--- src/rtl/wb_pkg.sv ---
// Shared Wishbone widths, address-range payload and interconnect state encoding.
package wb_pkg;

  localparam int unsigned WB_ADDR_W = 32;
  localparam int unsigned WB_DATA_W = 32;
  localparam int unsigned WB_SEL_W  = 4;

  typedef struct packed {
    logic [WB_ADDR_W-1:0] base;
    logic [WB_ADDR_W-1:0] last;
  } wb_range_t;

  typedef enum logic [1:0] {
    IC_IDLE  = 2'd0,
    IC_OWNED = 2'd1,
    IC_ERR   = 2'd2
  } ic_state_e;

  // Inclusive range match on both bounds.
  function automatic logic range_hit(input wb_range_t r, input logic [WB_ADDR_W-1:0] a);
    return (a >= r.base) && (a <= r.last);
  endfunction

endpackage

--- src/rtl/wb_rr_arbiter.sv ---
// Round-robin pick of the first requester at or after the pointer, wrapping modulo M.
module wb_rr_arbiter #(
  parameter int unsigned M     = 2,
  parameter int unsigned IDX_W = (M > 1) ? $clog2(M) : 1
) (
  input  logic [M-1:0]     i_req,
  input  logic [IDX_W-1:0] i_rr_ptr,
  input  logic             i_enable,
  output logic             o_grant_valid,
  output logic [IDX_W-1:0] o_grant_idx
);

  // Scan requesters starting at the pointer; the first hit wins.
  always_comb begin
    int unsigned w_idx;
    w_idx         = 0;
    o_grant_valid = 1'b0;
    o_grant_idx   = '0;
    if (i_enable) begin
      for (int unsigned k = 0; k < M; k++) begin
        w_idx = 32'(i_rr_ptr) + k;
        if (w_idx >= M) begin
          w_idx = w_idx - M;
        end
        if (!o_grant_valid && i_req[IDX_W'(w_idx)]) begin
          o_grant_valid = 1'b1;
          o_grant_idx   = IDX_W'(w_idx);
        end
      end
    end
  end

endmodule

--- src/rtl/wb_shared_interconnect.sv ---
// Shared-bus Wishbone B4 classic interconnect: M masters, N slaves, round-robin
// ownership per cyc burst, inclusive range decode, error termination for
// unmapped addresses and a watchdog for stalled slaves.
// Master ports are i_m_*/o_m_*, slave ports are o_s_*/i_s_*, flattened per port.
module wb_shared_interconnect
  import wb_pkg::*;
#(
  parameter int unsigned                 M             = 2,
  parameter int unsigned                 N             = 2,
  parameter logic [2*N*WB_ADDR_W-1:0]    AddrRanges    = {32'h0, 32'hFF, 32'h100, 32'h1FF},
  parameter int unsigned                 TimeoutCycles = 255
) (
  input  logic                     clk_in,
  input  logic                     reset_in,
  input  logic [M*WB_ADDR_W-1:0]   i_m_addr,
  input  logic [M*WB_DATA_W-1:0]   i_m_dat_w,
  input  logic [M*WB_SEL_W-1:0]    i_m_sel,
  input  logic [M-1:0]             i_m_we,
  input  logic [M-1:0]             i_m_cyc,
  input  logic [M-1:0]             i_m_stb,
  output logic [M*WB_DATA_W-1:0]   o_m_dat_r,
  output logic [M-1:0]             o_m_ack,
  output logic [M-1:0]             o_m_err,
  output logic [N*WB_ADDR_W-1:0]   o_s_addr,
  output logic [N*WB_DATA_W-1:0]   o_s_dat_w,
  output logic [N*WB_SEL_W-1:0]    o_s_sel,
  output logic [N-1:0]             o_s_we,
  output logic [N-1:0]             o_s_cyc,
  output logic [N-1:0]             o_s_stb,
  input  logic [N*WB_DATA_W-1:0]   i_s_dat_r,
  input  logic [N-1:0]             i_s_ack,
  input  logic [N-1:0]             i_s_err
);

  localparam int unsigned IDX_W  = (M > 1) ? $clog2(M) : 1;
  localparam int unsigned SIDX_W = (N > 1) ? $clog2(N) : 1;
  localparam int unsigned WD_W   = $clog2(TimeoutCycles + 1);
  localparam logic [WD_W-1:0] WD_LIMIT = WD_W'(TimeoutCycles);

  // Range of slave idx; slave 0 occupies the most significant {base, last} pair.
  function automatic wb_range_t slave_range(input int unsigned idx);
    return wb_range_t'(AddrRanges[(2*N - 2*idx)*WB_ADDR_W - 1 -: 2*WB_ADDR_W]);
  endfunction

  ic_state_e          r_state;
  ic_state_e          w_state_nxt;
  logic [IDX_W-1:0]   r_owner;
  logic [IDX_W-1:0]   r_rr_ptr;
  logic [WD_W-1:0]    r_wd_cnt;

  logic               w_grant_valid;
  logic [IDX_W-1:0]   w_grant_idx;

  logic [WB_ADDR_W-1:0] w_own_addr;
  logic [WB_DATA_W-1:0] w_own_dat_w;
  logic [WB_SEL_W-1:0]  w_own_sel;
  logic                 w_own_we;
  logic                 w_own_cyc;
  logic                 w_own_stb;

  logic                 w_hit;
  logic [SIDX_W-1:0]    w_hit_idx;
  logic [WB_DATA_W-1:0] w_sel_dat_r;
  logic                 w_sel_ack;
  logic                 w_sel_err;

  logic w_owned;
  logic w_req_active;
  logic w_stall;
  logic w_expire;
  logic w_unmapped;

  wb_rr_arbiter #(
    .M     (M),
    .IDX_W (IDX_W)
  ) u_arb (
    .i_req         (i_m_cyc),
    .i_rr_ptr      (r_rr_ptr),
    .i_enable      (r_state == IC_IDLE),
    .o_grant_valid (w_grant_valid),
    .o_grant_idx   (w_grant_idx)
  );

  // Select the current owner's request signals.
  always_comb begin
    w_own_addr  = '0;
    w_own_dat_w = '0;
    w_own_sel   = '0;
    w_own_we    = 1'b0;
    w_own_cyc   = 1'b0;
    w_own_stb   = 1'b0;
    for (int unsigned m = 0; m < M; m++) begin
      if (IDX_W'(m) == r_owner) begin
        w_own_addr  = i_m_addr[m*WB_ADDR_W +: WB_ADDR_W];
        w_own_dat_w = i_m_dat_w[m*WB_DATA_W +: WB_DATA_W];
        w_own_sel   = i_m_sel[m*WB_SEL_W +: WB_SEL_W];
        w_own_we    = i_m_we[m];
        w_own_cyc   = i_m_cyc[m];
        w_own_stb   = i_m_stb[m];
      end
    end
  end

  // Address decode: lowest-index matching range wins.
  always_comb begin
    w_hit     = 1'b0;
    w_hit_idx = '0;
    for (int unsigned s = 0; s < N; s++) begin
      if (!w_hit && range_hit(slave_range(s), w_own_addr)) begin
        w_hit     = 1'b1;
        w_hit_idx = SIDX_W'(s);
      end
    end
  end

  // Response of the decoded slave.
  always_comb begin
    w_sel_dat_r = '0;
    w_sel_ack   = 1'b0;
    w_sel_err   = 1'b0;
    for (int unsigned s = 0; s < N; s++) begin
      if (w_hit && (SIDX_W'(s) == w_hit_idx)) begin
        w_sel_dat_r = i_s_dat_r[s*WB_DATA_W +: WB_DATA_W];
        w_sel_ack   = i_s_ack[s];
        w_sel_err   = i_s_err[s];
      end
    end
  end

  assign w_owned      = (r_state == IC_OWNED);
  assign w_req_active = w_owned && w_own_cyc && w_own_stb;
  assign w_unmapped   = w_req_active && !w_hit;
  assign w_stall      = w_req_active && w_hit && !w_sel_ack && !w_sel_err;
  assign w_expire     = w_stall && (r_wd_cnt >= WD_LIMIT);

  // State register.
  always_ff @(posedge clk_in or negedge reset_in) begin
    if (!reset_in) begin
      r_state <= IC_IDLE;
    end else begin
      r_state <= w_state_nxt;
    end
  end

  // Next-state logic; release by the owner takes priority over error entry.
  always_comb begin
    w_state_nxt = r_state;
    case (r_state)
      IC_IDLE: begin
        if (w_grant_valid) begin
          w_state_nxt = IC_OWNED;
        end
      end
      IC_OWNED: begin
        if (!w_own_cyc) begin
          w_state_nxt = IC_IDLE;
        end else if (w_unmapped || w_expire) begin
          w_state_nxt = IC_ERR;
        end
      end
      IC_ERR: begin
        w_state_nxt = w_own_cyc ? IC_OWNED : IC_IDLE;
      end
      default: begin
        w_state_nxt = IC_IDLE;
      end
    endcase
  end

  // Bus outputs: broadcast request fields, steer cyc/stb and route the response.
  always_comb begin
    o_s_addr  = '0;
    o_s_dat_w = '0;
    o_s_sel   = '0;
    o_s_we    = '0;
    o_s_cyc   = '0;
    o_s_stb   = '0;
    o_m_dat_r = '0;
    o_m_ack   = '0;
    o_m_err   = '0;
    if (r_state != IC_IDLE) begin
      for (int unsigned s = 0; s < N; s++) begin
        o_s_addr[s*WB_ADDR_W +: WB_ADDR_W] = w_own_addr;
        o_s_dat_w[s*WB_DATA_W +: WB_DATA_W] = w_own_dat_w;
        o_s_sel[s*WB_SEL_W +: WB_SEL_W]    = w_own_sel;
        o_s_we[s]                          = w_own_we;
      end
    end
    if (w_owned && w_own_cyc && w_hit) begin
      for (int unsigned s = 0; s < N; s++) begin
        if (SIDX_W'(s) == w_hit_idx) begin
          o_s_cyc[s] = 1'b1;
          o_s_stb[s] = w_own_stb;
        end
      end
    end
    if (w_own_cyc) begin
      for (int unsigned m = 0; m < M; m++) begin
        if (IDX_W'(m) == r_owner) begin
          if (w_owned && w_hit) begin
            o_m_dat_r[m*WB_DATA_W +: WB_DATA_W] = w_sel_dat_r;
            o_m_ack[m] = w_sel_ack;
            o_m_err[m] = w_sel_err;
          end else if (r_state == IC_ERR) begin
            o_m_err[m] = 1'b1;
          end
        end
      end
    end
  end

  // Owner capture and round-robin pointer advance on grant.
  always_ff @(posedge clk_in or negedge reset_in) begin
    if (!reset_in) begin
      r_owner  <= '0;
      r_rr_ptr <= '0;
    end else if ((r_state == IC_IDLE) && w_grant_valid) begin
      r_owner <= w_grant_idx;
      if (w_grant_idx == IDX_W'(M - 1)) begin
        r_rr_ptr <= '0;
      end else begin
        r_rr_ptr <= w_grant_idx + IDX_W'(1);
      end
    end
  end

  // Watchdog: counts stalled strobe cycles, saturating, cleared on any termination.
  always_ff @(posedge clk_in or negedge reset_in) begin
    if (!reset_in) begin
      r_wd_cnt <= '0;
    end else if (w_stall && !w_expire) begin
      if (r_wd_cnt < WD_LIMIT) begin
        r_wd_cnt <= r_wd_cnt + WD_W'(1);
      end
    end else begin
      r_wd_cnt <= '0;
    end
  end

endmodule
--- config.mk ---
export PLATFORM = sky130hd
export DESIGN_NAME = wb_shared_interconnect
export DESIGN_NICKNAME = d
export VERILOG_FILES = /design/src/rtl/wb_pkg.sv /design/src/rtl/wb_rr_arbiter.sv /design/src/rtl/wb_shared_interconnect.sv
export SDC_FILE = /design/constraint.sdc
export NUM_CORES = 1
export LEC_CHECK = 0
export ABC_AREA = 1
export BUFFER_PORTS_ARGS = -buffer_cell sky130_fd_sc_hd__buf_2
export CELL_PAD_IN_SITES_DETAIL_PLACEMENT = 1
export CELL_PAD_IN_SITES_GLOBAL_PLACEMENT = 2
export CORE_MARGIN = 4
export CORE_UTILIZATION = 11
export CTS_BUF_LIST = sky130_fd_sc_hd__clkbuf_4 sky130_fd_sc_hd__clkbuf_8
export DETAILED_ROUTE_END_ITERATION = 6
export GPL_TIMING_DRIVEN = 0
export HOLD_SLACK_MARGIN = 0.1
export PLACE_DENSITY_LB_ADDON = 0.1
export SLEW_MARGIN = 10
export SYNTH_ARGS = -nofsm -noshare
export SYNTH_HDL_FRONTEND = slang
export SYNTH_SLANG_ARGS = --single-unit
--- constraint.sdc ---
create_clock -name clk_in -period 2.2 [get_ports clk_in]
set_clock_uncertainty 0.05 [all_clocks]
set_input_delay 0.33 -clock clk_in [delete_from_list [all_inputs] [get_ports clk_in]]
set_output_delay 0.33 -clock clk_in [all_outputs]
set_load 0.01 [all_outputs]
Word level (Yosys, flattened, before mapping)
Cells that the tools add are included.
{"block": "totals", "regBits": 12, "in_bits": 212, "output_inout_bits": 210, "wordCells": 113}
{"block": "op_classes", "n_addsub": 5, "n_lt_le_gt_ge": 10, "eq_ne": 5, "n_mux": 61, "n_bitwise": 1, "reduce_logical": 27}
{"operator": "32-bit two-way mux", "n": 7}
{"operator": "64-bit two-way mux", "n": 3}
{"operator": "1-bit two-way mux", "n": 38}
{"operator": "32-bit by 1-bit greater-or-equal comparator with 1-bit output (second input constant)", "n": 1}
{"operator": "32-bit by 9-bit greater-or-equal comparator with 1-bit output (second input constant)", "n": 1}
{"operator": "32-bit by 8-bit <= comparator with 1-bit output (second input constant)", "n": 1}
{"operator": "32-bit by 9-bit <= comparator with 1-bit output (second input constant)", "n": 1}
{"operator": "8-bit two-way mux", "n": 3}
{"operator": "1-bit logical AND", "n": 17}
{"operator": "2-bit two-way mux", "n": 8}
{"operator": "8-bit by 1-bit adder with 8-bit output (second input constant)", "n": 1}
{"operator": "8-bit greater-or-equal comparator (second input constant)", "n": 1}
{"operator": "8-bit less-than comparator (second input constant)", "n": 1}
{"operator": "1-bit logical NOT", "n": 6}
{"operator": "2-bit case mux with 3 select lines", "n": 1}
{"operator": "1-bit by 2-bit less-than comparator with 1-bit output (second input constant)", "n": 2}
{"operator": "4-bit two-way mux", "n": 1}
{"operator": "3-bit by 2-bit != test with 1-bit output (second input constant)", "n": 1}
{"operator": "1-bit by 1-bit adder with 2-bit output (second input constant)", "n": 1}
{"operator": "2-bit by 1-bit == test with 1-bit output (second input constant)", "n": 1}
{"operator": "2-bit == test (second input constant)", "n": 1}
{"operator": "1-bit by 2-bit greater-or-equal comparator with 1-bit output (second input constant)", "n": 1}
{"operator": "2-bit greater-or-equal comparator (second input constant)", "n": 1}
{"operator": "2-bit logical NOT", "n": 1}
{"operator": "other kinds (8)", "n": 9}

Longest topological paths before layout
{"block": "depth", "depth_word": 19, "mapped_depth": 17, "mapped_depth_nobuf": 16}

By module
A second synthesis with hierarchy kept.
{"block": "hier_totals", "cells_unflattened": 699, "area_unflattened_um2": 3459.6}
{"module": "wb_shared_interconnect", "n_inst": 1, "cells_per_inst": 694, "area_each_um2": 3435.8, "seq_area_each_um2": 300.3}
{"module": "wb_rr_arbiter", "n_inst": 1, "cells_per_inst": 5, "area_each_um2": 23.8, "seq_area_each_um2": 0.0}

Worst setup path before layout
No wires, ideal clock.
{"block": "synth_path", "kind": "register to output", "from": "reg r_owner", "to": "out o_m_dat_r[10]", "arrival_ps": 1950, "required_time_ps": 1820, "setup_slack_ps": -130, "path_stages_with_launch": 15, "path_buffers": 3, "path_cell_list": "dfrtp_1 -> buf_4 -> inv_2 -> buf_4 -> nand2_1 -> nand2_1 -> nand2_1 -> nor2_1 -> nand2_1 -> nor2_4 -> nand2_2 -> nor3_4 -> buf_2 -> nand2_1 -> nor2_1"}
{"block": "synth_between", "elab_chain_len": 14, "elab_cells_between_ends": 22, "classes_between": "4 x order compare; 10 x mux; 1 x bitwise; 7 x reduce/logical"}
{"element": "from (decl)", "line_no": "wb_shared_interconnect.sv:47", "text": "logic [IDX_W-1:0] r_owner;"}
{"element": "from (signal assigned)", "line_no": "wb_shared_interconnect.sv:218", "text": "r_owner <= w_grant_idx;"}
{"element": "32-bit two-way mux", "line_no": "wb_shared_interconnect.sv:93", "text": "if (IDX_W'(m) == r_owner) begin"}
{"element": "32-bit by 1-bit greater-or-equal comparator with 1-bit output or 32-bit by 8-bit <= comparator with 1-bit output (tied branches)", "line_no": "wb_pkg.sv:21", "text": "return (a >= r.base) && (a <= r.last);"}
{"element": "1-bit logical AND", "line_no": "wb_pkg.sv:21"}
{"element": "1-bit two-way mux", "line_no": "wb_shared_interconnect.sv:109", "text": "if (!w_hit && range_hit(slave_range(s), w_own_addr)) begin"}
{"element": "1-bit logical NOT", "line_no": "wb_shared_interconnect.sv:109"}
{"element": "1-bit logical AND", "line_no": "wb_shared_interconnect.sv:109"}
{"element": "1-bit two-way mux", "line_no": "wb_shared_interconnect.sv:109"}
{"element": "1-bit inverter"}
{"element": "1-bit logical AND", "line_no": "wb_shared_interconnect.sv:122", "text": "if (w_hit && (SIDX_W'(s) == w_hit_idx)) begin"}
{"element": "32-bit two-way mux (2 in a row)", "line_no": "wb_shared_interconnect.sv:122"}
{"element": "32-bit two-way mux", "line_no": "wb_shared_interconnect.sv:200", "text": "if (w_owned && w_hit) begin"}
{"element": "32-bit two-way mux", "line_no": "wb_shared_interconnect.sv:199", "text": "if (IDX_W'(m) == r_owner) begin"}
{"element": "64-bit two-way mux *", "line_no": "wb_shared_interconnect.sv:197", "text": "if (w_own_cyc) begin"}
{"element": "to (decl)", "line_no": "wb_shared_interconnect.sv:21", "text": "output logic [M*WB_DATA_W-1:0] o_m_dat_r,"}
Mark *: on every way between the ends. The rest lies on a longest branch, timed or not.

Worst setup path after layout
{"block": "layout_path", "from": "reg r_owner", "to": "out o_m_dat_r[14]"}
The elaborated chain is that of the path after synthesis.

==> results by group <==
STA
  – Relative slew slack: 40.82%
  – Worst slew pin tran: approximately 0.89 ns
  – Tmin final: 2.832 ns
  – Setup violators final: between 100 and 150
  – RSZ-0062 raised after global routing: yes
  – Worst hold slack: 0.3809 ns
  – Final Max Slew Viols: 0
  – Fmax: ~0.35 GHz
  – Final period utilization: 128.7%
  – Final setup margin: -0.6319 ns
  – Fin. Hold Viols: 0
  – Fin Setup TNS: -45.30 ns

Critical path
  – Worst reg-to-reg path cell count: 17
  – WP buf/inv: 6
  – Crit-path max FO: 10
  – CP endpoint kind: output pin
  – Startpoint types: register
  – Critical Path Sink: o_m_dat_r[14]
  – Reg2reg end: r_wd_cnt[3]
  – Crit-path cells: buf_8, clkinv_8, buf_8, nand2_1, nand2_2, nand2_2, nor2_4, nand2_2, nor2_4, nand2_4, nor3_4, buf_12, buf_12, nand2_2, nor2_2, buf_2
  – Crit Reg-Reg Startpoint: r_owner
  – Crit path required time: around 1.8 ns
  – Setup CP Type: reg2out
  – Crit-path max cell delay: between 0.3 and 0.4 ns
  – Slowest CP cell: dfrtp_1
  – Most used cell, CP: nand2_2
  – WP depth: 16
  – Reg-to-reg slack, setup: -0.26 ns
  – Top Family by Delay on Critical Path: simple AND/OR/NAND/NOR gates
  – CP startpoint: r_owner
  – Critical Path AT: roughly 2.5 ns

Die
  – Core ar.: 0.02987 mm^2
  – DIE AREA: approximately 0.033 mm^2
  – Chip width: about 180 um
  – DIE HEIGHT: around 180 um
  – Rows: between 60 and 70
  – Number of I/O pins: 422
  – Initial Utilization: between 10 and 15%

Routing
  – Drt wl/cell: 17.23 um
  – First-pass iteration count of the detailed router: 4
  – Vias per Instance: 3.861
  – DRC violations left: 0
  – Routed vias: about 6,000
  – DRT antenna net count: 0
  – Starting DRC count in detailed routing: 149
  – Post-Route WL: 26,710 um

Logic synthesis
  – Synth async-reset ratio: 100.0%
  – Syn avg cell area: 4.917 um^2
  – Number of flops mapped to enable cells by yosys: 0
  – Mapped Cells: approximately 700
  – Post-synthesis sequential area ratio: around 8.9%
  – Syn Nets: roughly 900
  – FF+latch count, synth: 12
  – Top_reg_cell synth: dfrtp_1
  – Synth Cell Area: between 0.003 and 0.004 mm^2
  – Synth cell types: 33
  – Yosys warns: 0

Finish
  – Fin nets: about 1,400
  – Core Util, Final: between 20% and 30%
  – Area growth, synth to finish: 145.2%
  – # fillers: 3,799
  – Highest-count cells in the layout ignoring fill and taps: buf_2, nand2_1, buf_4, nand2_2, nor2_1
  – Commonest non-fill, non-tap cell in the layout: buf_2
  – Fin cells: roughly 1,600
  – Share of layout cells above drive strength 1: between 70% and 80%

Power
  – Sw power: approximately 4.4 mW
  – VDD IR-drop max: 0.5140 mV
  – Logic pwr share: 94.2%
  – Register share of total power: about 3.5%
  – Int Power: ~4.3 mW
  – Switching share of power: between 50% and 60%
  – Pwr dens: between 1000 and 1500 mW/mm^2
  – Clock share of power: 2.3%
  – Leakage: 4.685 nW

Clock tree
  – Clk pin slew, worst setup/hold paths: about 0.050 ns
  – CTS Buffer Depth: 2
  – Skew-Pair Late Insertion Delay: roughly 0.24 ns
  – CTS tree: built
  – CTS Root Cell: clkbuf_8
  – H-tree depth: 1
  – Total CTS buffers: 3
  – CTS sink count: 12

Placement
  – Dpl cells: between 1,000 and 1,500
  – RD Place Congestion: roughly 0.73
  – Hpwl dp: approximately 22,000 um
  – Port Buffers: 421

Global routing
  – Vias in the first global route: about 6,200
  – Largest net degree at the start of global routing: 13
  – First-pass GRT wire length: between 30,000 and 40,000 um
  – GR Overflow Total: 0
  – Initial antenna violation count: 5
  – GR Util All Layers: between 10% and 20%

Job
  – Max Cap Viol: 0

Run status
  – Status: complete, but fails checks
  – Failing checks: setup timing

Worst hold path
  – Min-delay src: i_m_cyc[1]
  – HP Class: in2reg
through the flow:
stage / setup WS [ns] / power [mW] / instance area [um^2]
after floorplan: -0.1066 / 3.754 / 3482
after global placement: -0.7923 / 6.341 / 6077
after detailed placement: -0.7781 / 6.298 / 6077
after CTS: -0.7245 / 6.699 / 6417
after global routing: -0.8037 / 9.364 / 8243
final: -0.6319 / 8.651 / 8245
worst register-to-register path, delay by kind of cell (launching register included):
family / cells / cell delay [ns]
AND/OR/NAND/NOR: 12 / 1.29
flip-flops: 1 / 0.38
buffers and inverters: 5 / 0.65
worst min path at each step:
stage | end | slack (ns) | cells past startpoint
4_1_cts | r_owner | 0.36 | 3
3_3_place_gp | r_wd_cnt[0] | 0.19 | 1
5_1_grt | r_owner | 0.41 | 3
3_5_place_dp | r_wd_cnt[0] | 0.19 | 1
2_1_floorplan | r_owner | -0.02 | 0
6_report | r_owner | 0.38 | 3
registers in the layout (all words and copies together) (netlist names):
register / flops
r_owner: 1
r_wd_cnt: 8
r_state: 2
r_rr_ptr: 1
repair_timing:
item,in CTS,in global routing
hold endpoints to repair,12,0
endpoints found under the setup margin,220,220
resized for setup,70,390
cloned,0,10
pin swaps,7,63
hold buffers,1,0
setup buffers,7,34
metal layers:
layer  up-vias  track usage (%)  part of all wire, %
met3         8            3.868                  7.1
met5         -                0                 0.12
met1      2777            14.73                   36
met4         4           0.6555                 0.41
li1       2987                -                    -
met2       208            28.77                   56
synth_stat cells (2+ instances only):
library cell	number	share of area (%)
clkbuf_1	26	2.9
nand3_1	38	5.7
buf_4	72	16
xor2_1	4	1.0
inv_1	48	5.4
buf_2	11	1.6
nor2_1	115	13
nand2_1	268	30
dfrtp_1	12	8.9
xnor2_1	2	0.52
o21ai_1	4	0.60
clkinv_1	2	0.22
a21oi_1	47	7.0
nor2_2	2	0.37
nand3b_1	2	0.45
nor3_1	3	0.45
nand2_2	2	0.37
nand4_1	3	0.56
o21ai_0	9	1.3
logic make-up (layout without fill, tap and decap cells):
family / count (synthesis) / count (layout) / synth area share [%]
multiplexers: 1 / 1 / 0.3348
AND/OR/NAND/NOR: 441 / 441 / 52.79
other: 0 / 3 / 0
AO/OA/AOI/OAI: 62 / 62 / 9.375
buffers and inverters: 161 / 634 / 26.64
flip-flops: 12 / 12 / 8.929
adder cells (fa/ha/maj): 1 / 1 / 0.3720
XOR/XNOR: 6 / 6 / 1.562
layout make-up:
type                            instances  area, um^2  share of cell area [%]
Antenna cell                            3       7.507                 0.09105
Buffer                                107       958.4                   11.62
Clock buffer                            3       41.29                  0.5008
Inverter                               51       209.0                   2.534
Multi-Input combinational cell        511        3199                   38.80
Sequential cell                        12       301.5                   3.657
Tap cell                              390       488.0                   5.918
Timing Repair Buffer                  473        3040                   36.87
power groups by stage:
stage / sequential (mW) / clock (mW) / combinational (mW)
after global routing: 0.306 / 0.222 / 8.84
after CTS: 0.291 / 0.211 / 6.20
after floorplan: 0.284 / 0 / 3.47
final: 0.302 / 0.199 / 8.15
after global placement: 0.291 / 0 / 6.05
after detailed placement: 0.291 / 0 / 6.01
Power figures use the tool's default switching activity.
